### src/rtl/mult_pipe_elastic.sv
// mult_pipe_elastic: signed fixed-point multiplier behind an elastic valid/ready
// pipeline. Each stage holds a valid bit, and bubbles collapse.
// The product is rounded and range-checked before stage 0. The later stages only
// carry the result, its caller tag and its status.
// Optional feature: define MULT_PIPE_SKID_EN to add a 2-entry output skid buffer.
// With the buffer, in_ready depends only on registers.
// STAGES defaults to PIPELINE_ORDER, which falls back to 4 if it is not defined.

`ifndef PIPELINE_ORDER
`define PIPELINE_ORDER 4
`endif

module mult_pipe_elastic #(
  parameter int DATA_WIDTH = 16,
  parameter int FRAC_BITS  = 8,
  parameter int STAGES     = `PIPELINE_ORDER,
  parameter int ID_WIDTH   = $clog2(`PIPELINE_ORDER) + 1,
  parameter int SAT        = 1
) (
  input  logic                         clk,
  input  logic                         rst_n,
  input  logic                         in_valid,
  output logic                         in_ready,
  input  logic [DATA_WIDTH-1:0]        in_a,
  input  logic [DATA_WIDTH-1:0]        in_b,
  input  logic [ID_WIDTH-1:0]          in_id,
  input  logic [1:0]                   rnd,
  output logic                         out_valid,
  input  logic                         out_ready,
  output logic [DATA_WIDTH-1:0]        out_z,
  output logic [ID_WIDTH-1:0]          out_id,
  output logic [2:0]                   status,
  output logic [$clog2(STAGES+3)-1:0]  census
);

  localparam int W  = DATA_WIDTH;
  localparam int PW = 2 * DATA_WIDTH;
  localparam int CW = $clog2(STAGES + 3);
  localparam logic signed [PW-1:0] MAX_V = {{(W+1){1'b0}}, {(W-1){1'b1}}};
  localparam logic signed [PW-1:0] MIN_V = {{(W+1){1'b1}}, {(W-1){1'b0}}};

  logic signed [PW-1:0] a_ext, b_ext, p, r_floor, r_rnd;
  logic                 half, sticky, inc, ovf;
  logic [W-1:0]         z_new;
  logic [2:0]           st_new;

  assign a_ext   = {{W{in_a[W-1]}}, in_a};
  assign b_ext   = {{W{in_b[W-1]}}, in_b};
  assign p       = a_ext * b_ext;
  assign r_floor = p >>> FRAC_BITS;

  // half: the first discarded bit of p. sticky: OR of the discarded bits below it.
  if (FRAC_BITS == 0) begin : g_no_frac
    assign half   = 1'b0;
    assign sticky = 1'b0;
  end else if (FRAC_BITS == 1) begin : g_one_frac
    assign half   = p[0];
    assign sticky = 1'b0;
  end else begin : g_frac
    assign half   = p[FRAC_BITS-1];
    assign sticky = |p[FRAC_BITS-2:0];
  end

  // Round increment, then range check and clamp or wrap, then build status.
  always_comb begin
    inc = 1'b0;
    case (rnd)
      2'd1:    inc = half;
      2'd2:    inc = half & (sticky | r_floor[0]);
      default: inc = 1'b0;
    endcase
    r_rnd = r_floor + PW'(inc);
    ovf   = (r_rnd > MAX_V) || (r_rnd < MIN_V);
    if (ovf && (SAT != 0))
      z_new = r_rnd[PW-1] ? {1'b1, {(W-1){1'b0}}} : {1'b0, {(W-1){1'b1}}};
    else
      z_new = r_rnd[W-1:0];
    st_new = {(z_new == '0), (half | sticky), ovf};
  end

  logic [STAGES-1:0] v_q, en;
  logic [W-1:0]        z_q  [STAGES];
  logic [ID_WIDTH-1:0] id_q [STAGES];
  logic [2:0]          st_q [STAGES];
  logic                last_go, avail, in_xfer, out_xfer;

  // A stage can load if it, or any stage downstream of it, is empty, or if the tail drains.
  always_comb begin
    en    = '0;
    avail = last_go;
    for (int k = STAGES - 1; k >= 0; k--) begin
      avail = avail | ~v_q[k];
      en[k] = avail;
    end
  end

  assign in_ready = en[0];
  assign in_xfer  = in_valid & in_ready;
  assign out_xfer = out_valid & out_ready;

  // Stage registers: each stage takes the previous stage's entry whenever it is allowed to load.
  always_ff @(posedge clk or negedge rst_n) begin
    if (!rst_n) begin
      v_q <= '0;
      for (int k = 0; k < STAGES; k++) begin
        z_q[k]  <= '0;
        id_q[k] <= '0;
        st_q[k] <= '0;
      end
    end else begin
      if (en[0]) begin
        v_q[0] <= in_valid;
        if (in_valid) begin
          z_q[0]  <= z_new;
          id_q[0] <= in_id;
          st_q[0] <= st_new;
        end
      end
      for (int k = 1; k < STAGES; k++) begin
        if (en[k]) begin
          v_q[k] <= v_q[k-1];
          if (v_q[k-1]) begin
            z_q[k]  <= z_q[k-1];
            id_q[k] <= id_q[k-1];
            st_q[k] <= st_q[k-1];
          end
        end
      end
    end
  end

`ifdef MULT_PIPE_SKID_EN
  logic [1:0]          sk_cnt;
  logic [W-1:0]        sk_z  [2];
  logic [ID_WIDTH-1:0] sk_id [2];
  logic [2:0]          sk_st [2];
  logic                sk_push, sk_pop;

  assign last_go   = (sk_cnt != 2'd2);
  assign sk_push   = v_q[STAGES-1] & last_go;
  assign sk_pop    = (sk_cnt != 2'd0) & out_ready;
  assign out_valid = (sk_cnt != 2'd0);
  assign out_z     = sk_z[0];
  assign out_id    = sk_id[0];
  assign status    = sk_st[0];

  // Two-entry skid buffer. Entry 0 is the head that drives the outputs.
  always_ff @(posedge clk or negedge rst_n) begin
    if (!rst_n) begin
      sk_cnt <= 2'd0;
      for (int k = 0; k < 2; k++) begin
        sk_z[k]  <= '0;
        sk_id[k] <= '0;
        sk_st[k] <= '0;
      end
    end else begin
      if (sk_pop) begin
        if (sk_cnt == 2'd2) begin
          sk_z[0]  <= sk_z[1];
          sk_id[0] <= sk_id[1];
          sk_st[0] <= sk_st[1];
        end else if (sk_push) begin
          sk_z[0]  <= z_q[STAGES-1];
          sk_id[0] <= id_q[STAGES-1];
          sk_st[0] <= st_q[STAGES-1];
        end
      end else if (sk_push) begin
        if (sk_cnt == 2'd0) begin
          sk_z[0]  <= z_q[STAGES-1];
          sk_id[0] <= id_q[STAGES-1];
          sk_st[0] <= st_q[STAGES-1];
        end else begin
          sk_z[1]  <= z_q[STAGES-1];
          sk_id[1] <= id_q[STAGES-1];
          sk_st[1] <= st_q[STAGES-1];
        end
      end
      case ({sk_push, sk_pop})
        2'b10:   sk_cnt <= sk_cnt + 2'd1;
        2'b01:   sk_cnt <= sk_cnt - 2'd1;
        default: sk_cnt <= sk_cnt;
      endcase
    end
  end
`else
  assign last_go   = out_ready;
  assign out_valid = v_q[STAGES-1];
  assign out_z     = z_q[STAGES-1];
  assign out_id    = id_q[STAGES-1];
  assign status    = st_q[STAGES-1];
`endif

  // Occupancy counter: follows the in/out transfers, so it always equals the number of set valids.
  always_ff @(posedge clk or negedge rst_n) begin
    if (!rst_n) begin
      census <= '0;
    end else begin
      case ({in_xfer, out_xfer})
        2'b10:   census <= census + CW'(1);
        2'b01:   census <= census - CW'(1);
        default: census <= census;
      endcase
    end
  end

endmodule

### config.mk
export PLATFORM = sky130hd
export DESIGN_NAME = mult_pipe_elastic
export DESIGN_NICKNAME = d
export VERILOG_FILES = /design/src/rtl/mult_pipe_elastic.sv
export SDC_FILE = /design/constraint.sdc
export NUM_CORES = 1
export LEC_CHECK = 0
export CORE_MARGIN = 2
export CORE_UTILIZATION = 45
export DETAILED_ROUTE_END_ITERATION = 7
export PLACE_DENSITY = 0.74
export SLEW_MARGIN = 20
export SYNTH_ARGS = -nofsm -noshare
export SYNTH_HDL_FRONTEND = slang
export SYNTH_SLANG_ARGS = --single-unit
export TNS_END_PERCENT = 1
### constraint.sdc
create_clock -name clk -period 3.3 [get_ports clk]
set_clock_uncertainty 0.15 [all_clocks]
set_input_delay 0.495 -clock clk [delete_from_list [all_inputs] [get_ports clk]]
set_output_delay 0.495 -clock clk [all_outputs]
set_load 0.01 [all_outputs]
==> impl_results.md, run 1 <==
* Status: finished with violations
* Failing checks: setup timing
* Post-synth top area share at 0.3471
* Syn_area_per_cell at 9.565 um2
* RePlAce Congestion at 0.8835
* Post-layout util at 0.5913
* DPL Wire Length at 29600 um
* Die footprint at 0.03520 mm2
* I/O Buffers at 67
* DRT Pass-1 Iters at 4
* Smallest hold slack at 39.56 ps
* Initial Util at 0.4547
* Measured slew at the worst slew-check pin at 670.2 ps
* Starting DRT DRC Count at 633
* Fmax achieved at 136.6 MHz
* I/O pin count at 68
* Die Span Y at 187.6 um
* Post-route minimum period at 7320 ps
* RSZ-0062 raised after global routing: true
* Layout cell share with drive strength beyond 1 at 0.3222
* Slew Viols, Final at 0
* Clock slew at reported path FFs at 60 ps
* Post-DR vias/cell at 5.228
* Setup WS post-layout at -4020 ps
* Post-Syn Instances at 1586
* CTS tree: done
* Total Wirelength at 37600 um
* Synth Warn # at 0
* Area leader, netlist: fa_1
* Largest net degree at the start of global routing at 53
* Vias at 12.19k
* TritonCTS buffer count at 9
* Mapped Area at 0.01517 mm2
* Routed wire per std cell at 16.12 um
* Critical path class: input pin to flop
* Endpoints failing setup at 19
* Critical Path Start Type: input pin
* Post-synth ARST share at 1.000
* Fin. Hold Viols at 0
* Register area share after synthesis at 0.1567
* Clk_lat worst skew at 330 ps
* Critical Path RT at 3390 ps
* Max FO, Critical Path at 8
* Initial antenna violation count at 0
* All-layer global routing usage at 0.2257
* MaxCap Viol Count at 0
* Die width at 187.6 um
* Period utilization at 2.218
* Clk sink count at 95
* Final antenna-violating net count at 0
* Remaining DRCs at 0
* Core region area at 0.03336 mm2
* Synth unique cells at 82
* CP arrival at 7410 ps
* Slew HR at 0.5532
* Area contributors post-synth: fa_1 (35%), dfrtp_1 (16%), inv_1 (7.4%)
* H-tree levels at 3
* Main synth FF type: dfrtp_1
* Hold Path Class: input pin to async pin
* Nets at 2270
* Number of flops mapped to enable cells by yosys at 0
* CTS root buffer: clkbuf_16
* Row count at 67
* Critical Path Sink Type: flop
* First-pass GRT wire length at 65380 um
* Synthesized net count at 1977
* Syn-to-layout area delta at 30.04%
* Fillers at 2724
* Vias in the first global route at 13.67k
* GR Overflow Total at 0
* Synthesized flop and latch total at 95
* # diodes at 0
* Clk buf depth at 2
## cell usage in the layout (no fill, tap or decap), drive strengths merged, types with 7 or more instances in the layout
master         Yosys  layout
o21ai             48      48
a211o              7       7
o211ai             9       9
a21o               7       7
xnor2             25      25
nand4             11      11
a31oi              9       9
fa               263     263
nand2b            12      12
inv              298     298
mux2              69      70
clkbuf            45      10
or3               15      15
and2             126     126
xor2              16      16
a21oi             34      34
a211oi            10      10
nand3              9       9
dfrtp             95      95
and3               9       9
nor3              13      13
nor2              58      58
clkdlybuf4s50      0      35
ha                87      87
nand2            173     173
nor2b              7       7
o22ai             10      10
buf               40     324
o32ai              7       7
## through the flow
step / cells / area [um2] / worst slack [ps] / setup TNS [ps]
finish: 2332 / 19730 / -4020 / -72480
global route: 2332 / 19730 / -4309 / -77660
CTS: 2331 / 19650 / -3960 / -71520
detailed placement: 2257 / 18130 / -5151 / -93420
global placement: 2257 / 18130 / -5082 / -92380
floorplan: 1586 / 15630 / -4142 / -74950
## final timing paths
| kind | cells past startpoint | end | slack (ps) | from |
|---|---|---|---|---|
| worst min register to register | 2 | id_q[10] | 330 | id_q[10] |
| max in group asynchronous | 2 | z_q[22] | 2300 | rst_n |
| worst max register to register | 10 | census[2] | 850 | v_q[3] |
| worst min-delay path | 1 | out_z[15] | 40 | rst_n |
| worst max-delay path | 25 | z_q[56] | -4020 | in_a[14] |
| min in group clk | 2 | id_q[10] | 330 | id_q[10] |
## critical path, cell delays in order
cell	delay [ps]
clkdlybuf4s15_2	240
and2_1	180
fa_1	530
inv_1	60
fa_2	470
fa_1	550
inv_1	60
fa_1	470
fa_1	510
inv_1	60
fa_1	520
inv_2	50
ha_4	310
nand2_4	70
buf_6	110
a311o_1	390
a21oi_4	240
a31oi_4	150
xor2_4	200
or3_4	400
buf_6	140
o41ai_4	330
buf_4	190
mux2_4	380
o32ai_2	280
## layer usage
| metal | track usage | share of wire |
|---|---|---|
| met2 | 0.4161 | 0.53 |
| met3 | 0.02452 | 0.041 |
| met4 | 0.05633 | 0.022 |
| met1 | 0.2824 | 0.41 |
| met5 | 0 | 0 |
## synth_stat cells, types with 4 or more instances
library cell / instances
inv_1: 298
fa_1: 263
nand2_1: 173
and2_1: 124
dfrtp_1: 95
ha_1: 87
mux2_2: 67
nor2_1: 58
clkbuf_1: 45
o21ai_0: 44
a21oi_1: 30
xnor2_1: 25
buf_4: 23
or3_1: 15
xor2_1: 15
nand2b_1: 12
nand4_1: 10
nor3_1: 10
o22ai_1: 10
a31oi_1: 9
and3_1: 9
buf_2: 9
o211ai_1: 9
a211oi_1: 8
nand3_1: 8
a211o_1: 7
a21o_1: 7
buf_1: 7
nor2b_1: 7
a21boi_0: 5
and4_1: 5
nor4_1: 5
o21a_1: 5
o21bai_1: 5
o32ai_1: 5
or2_2: 4
## state kept, by name (all words and copies together) (netlist names)
signal and flops:
z_q 48, out_z 16, id_q 9, st_q 9, v_q 4, census 3, out_id 3, status 3
## cell type report
cell class,count,area (um2),area share
Clock buffer,10,239.0,0.01211
Tap cell,448,560.5,0.02841
Sequential cell,95,2377,0.1205
Clock inverter,6,107.6,0.005454
Inverter,298,1121,0.05683
Timing Repair Buffer,366,3168,0.1606
Multi-Input combinational cell,1109,12150,0.6161
## what timing repair did
item	4_1_cts	5_1_grt
endpoints found under the setup margin	19	19
buffers inserted	53	1
hold buffers	0	0
cloned	5	0
pin swaps	164	15
resized for setup	322	23
## cell families after synthesis
kind of cell	count (synthesis)	synth area share
buf+inv	383	0.1017
compound gates	186	0.08891
mux	72	0.05344
xor+xnor	41	0.02491
fa+ha+maj	350	0.4188
flops	95	0.1567
simple gates	459	0.1555
Power of run 1 is not shown: default switching activity piles up to over one toggle a cycle in this logic, so the estimate is an artifact.
==> inputs of run 2 (changes only) <==
--- a/config.mk
+++ b/config.mk
@@ -7,6 +7,7 @@
 export LEC_CHECK = 0
 export CORE_MARGIN = 2
 export CORE_UTILIZATION = 45
+export CTS_CLUSTER_DIAMETER = 50
 export DETAILED_ROUTE_END_ITERATION = 7
 export PLACE_DENSITY = 0.74
 export SLEW_MARGIN = 20
==> results of run 2 <==
Same layout as run 1: the final DEF is identical, and so are final timing and power.
Power of run 2 is left out for the same reason.
==> inputs of run 3 (changes only) <==
==> constraint.sdc (replaced) <==
create_clock -name clk -period 3.3 [get_ports clk]
set_clock_uncertainty 0.15 [all_clocks]
set_input_delay 0.825 -clock clk [delete_from_list [all_inputs] [get_ports clk]]
set_output_delay 0.825 -clock clk [all_outputs]
set_load 0.01 [all_outputs]
==> run 3 against run 2 <==
The flow still finishes with violations (setup timing). Register-to-register slack improved by 50 ps. Global-route usage shrank 0.31 points. First-iteration DRC count up 19%. Non-clock buffer count increased by 29. Wire length down 0.56%. Critical path depth is 5 higher. Die area stayed put. Largest cell class unchanged. Via count about the same. Fmax down 7.2%. Flip-flop and latch count stayed put. Highest routed layer unchanged. Final area grew 0.90%. Hold slack improved by 290 ps.
==> impl_results.md, run 3 (synthesized netlist as in run 1, its figures left out) <==
* Slew HR at 0.6337
* Clk sink count at 95
* Critical Path Sink Type: flop
* # diodes at 0
* Multi-input logic area at 0.01212 mm2
* Top reg by flops: z_q
* CTS root buffer: clkbuf_16
* Initial Util at 0.4547
* DPL Wire Length at 29490 um
* Crit-path leading delay family: adder cells
* Final antenna-violating net count at 0
* Die footprint at 0.03520 mm2
* Initial antenna violation count at 0
* Placed insts at 2265
* Fillers at 2668
* I/O Buffers at 67
* Slew Viols, Final at 0
* RSZ-0062 raised after global routing: true
* Final instance area at 0.01991 mm2
* Critical path class: input pin to flop
* First-pass GRT wire length at 64860 um
* MaxCap Viol Count at 0
* Total Wirelength at 37390 um
* RePlAce Congestion at 0.8544
* CP bufs+invs at 10
* DP Area at 0.01823 mm2
* Vias in the first global route at 13.68k
* Die width at 187.6 um
* Most frequent cells in the layout: inv_1 (280), buf_4 (274), fa_1 (250)
* Setup WS post-layout at -4585 ps
* CP arrival at 7940 ps
* Layout cell share with drive strength beyond 1 at 0.3246
* Clk_lat worst skew at 330 ps
* Setup TNS at -82650 ps
* Fin. Hold Viols at 0
* Measured slew at the worst slew-check pin at 545.8 ps
* Period utilization at 2.389
* H-tree levels at 3
* Die Span Y at 187.6 um
* Hold Path Class: input pin to async pin
* Critical Path Start Type: input pin
* CTS Hold Bufs at 0
* Post-DR vias/cell at 5.162
* Starting DRT DRC Count at 755
* Syn-to-layout area delta at 31.21%
* Status: finished with violations
* I/O pin count at 68
* CTS tree: done
* Remaining DRCs at 0
* Clock slew at reported path FFs at 70 ps
* Clk buf depth at 2
* Endpoints failing setup at 19
* Most frequent cell on the critical path: fa_1
* Max FO, Critical Path at 5
* CP max stage cell: fa_1
* Worst stage delay on the critical path at 550 ps
* GR Overflow Total at 0
* DRT Pass-1 Iters at 5
* Fmax achieved at 126.8 MHz
* All-layer global routing usage at 0.2226
* Core region area at 0.03336 mm2
* Post-route minimum period at 7885 ps
* Max reg flops at 48
* Post-layout util at 0.5966
* Largest net degree at the start of global routing at 55
* Routed wire per std cell at 15.84 um
* Register area at 0.002377 mm2
* Row count at 67
* Most common cell after layout, fill and taps aside: inv_1
* Vias at 12.19k
* Nets at 2299
* TritonCTS buffer count at 9
* Layout Cells excl Fill at 2361
* Failing checks: setup timing
* Critical Path RT at 3360 ps
[run 3: changes by cell type in the layout (fill, tap and decap cells not counted), sizes merged]
cell	delta
clkbuf	+2
buf	+21
bufbuf	-1
dlygate4sd2	+3
bufinv	-2
clkdlybuf4s15	+4
clkdlybuf4s18	-1
clkinv	+3
clkinvlp	-1
inv	+1
[run 3: layout make-up]
class,count,area share
tap,448,0.02816
clock inverter,7,0.003583
multi-input combinational,1109,0.6089
sequential,95,0.1194
inverter,298,0.05632
clock buffer,9,0.01131
timing repair buffer,395,0.1723
[run 3: stage by stage]
stage               hold WS, ps  setup slack (ps)
detailed placement        323.0             -5509
CTS                       330.6             -4419
floorplan                 291.7             -4472
global route              355.6             -4773
global placement          304.9             -5394
finish                    326.2             -4585
[run 3: worst paths after layout]
path | end | depth (start not counted) | slack, ps | from
max reg2reg | census[2] | 10 | 900 | v_q[3]
max | z_q[62] | 30 | -4580 | in_a[12]
min reg2reg | id_q[11] | 2 | 330 | id_q[11]
min | out_id[0] | 1 | 330 | rst_n
min in group clk | id_q[11] | 2 | 330 | id_q[11]
max in group asynchronous | st_q[6] | 2 | 2010 | rst_n
[run 3: repair_timing]
| action | 4_1_cts | 5_1_grt |
|---|---|---|
| setup endpoints to repair | 19 | 20 |
| setup buffers | 72 | 4 |
| pin swaps | 138 | 22 |
| gates cloned | 4 | 0 |
| gates resized for setup | 277 | 23 |
[run 3: layer usage]
layer,global-route usage,part of all wire,up-vias
li1,-,-,5620
met2,0.4172,0.53,284
met3,0.02283,0.037,65
met1,0.2791,0.42,6219
met5,0,0,-
met4,0.04119,0.014,0
Power of run 3 is left out for the same reason.
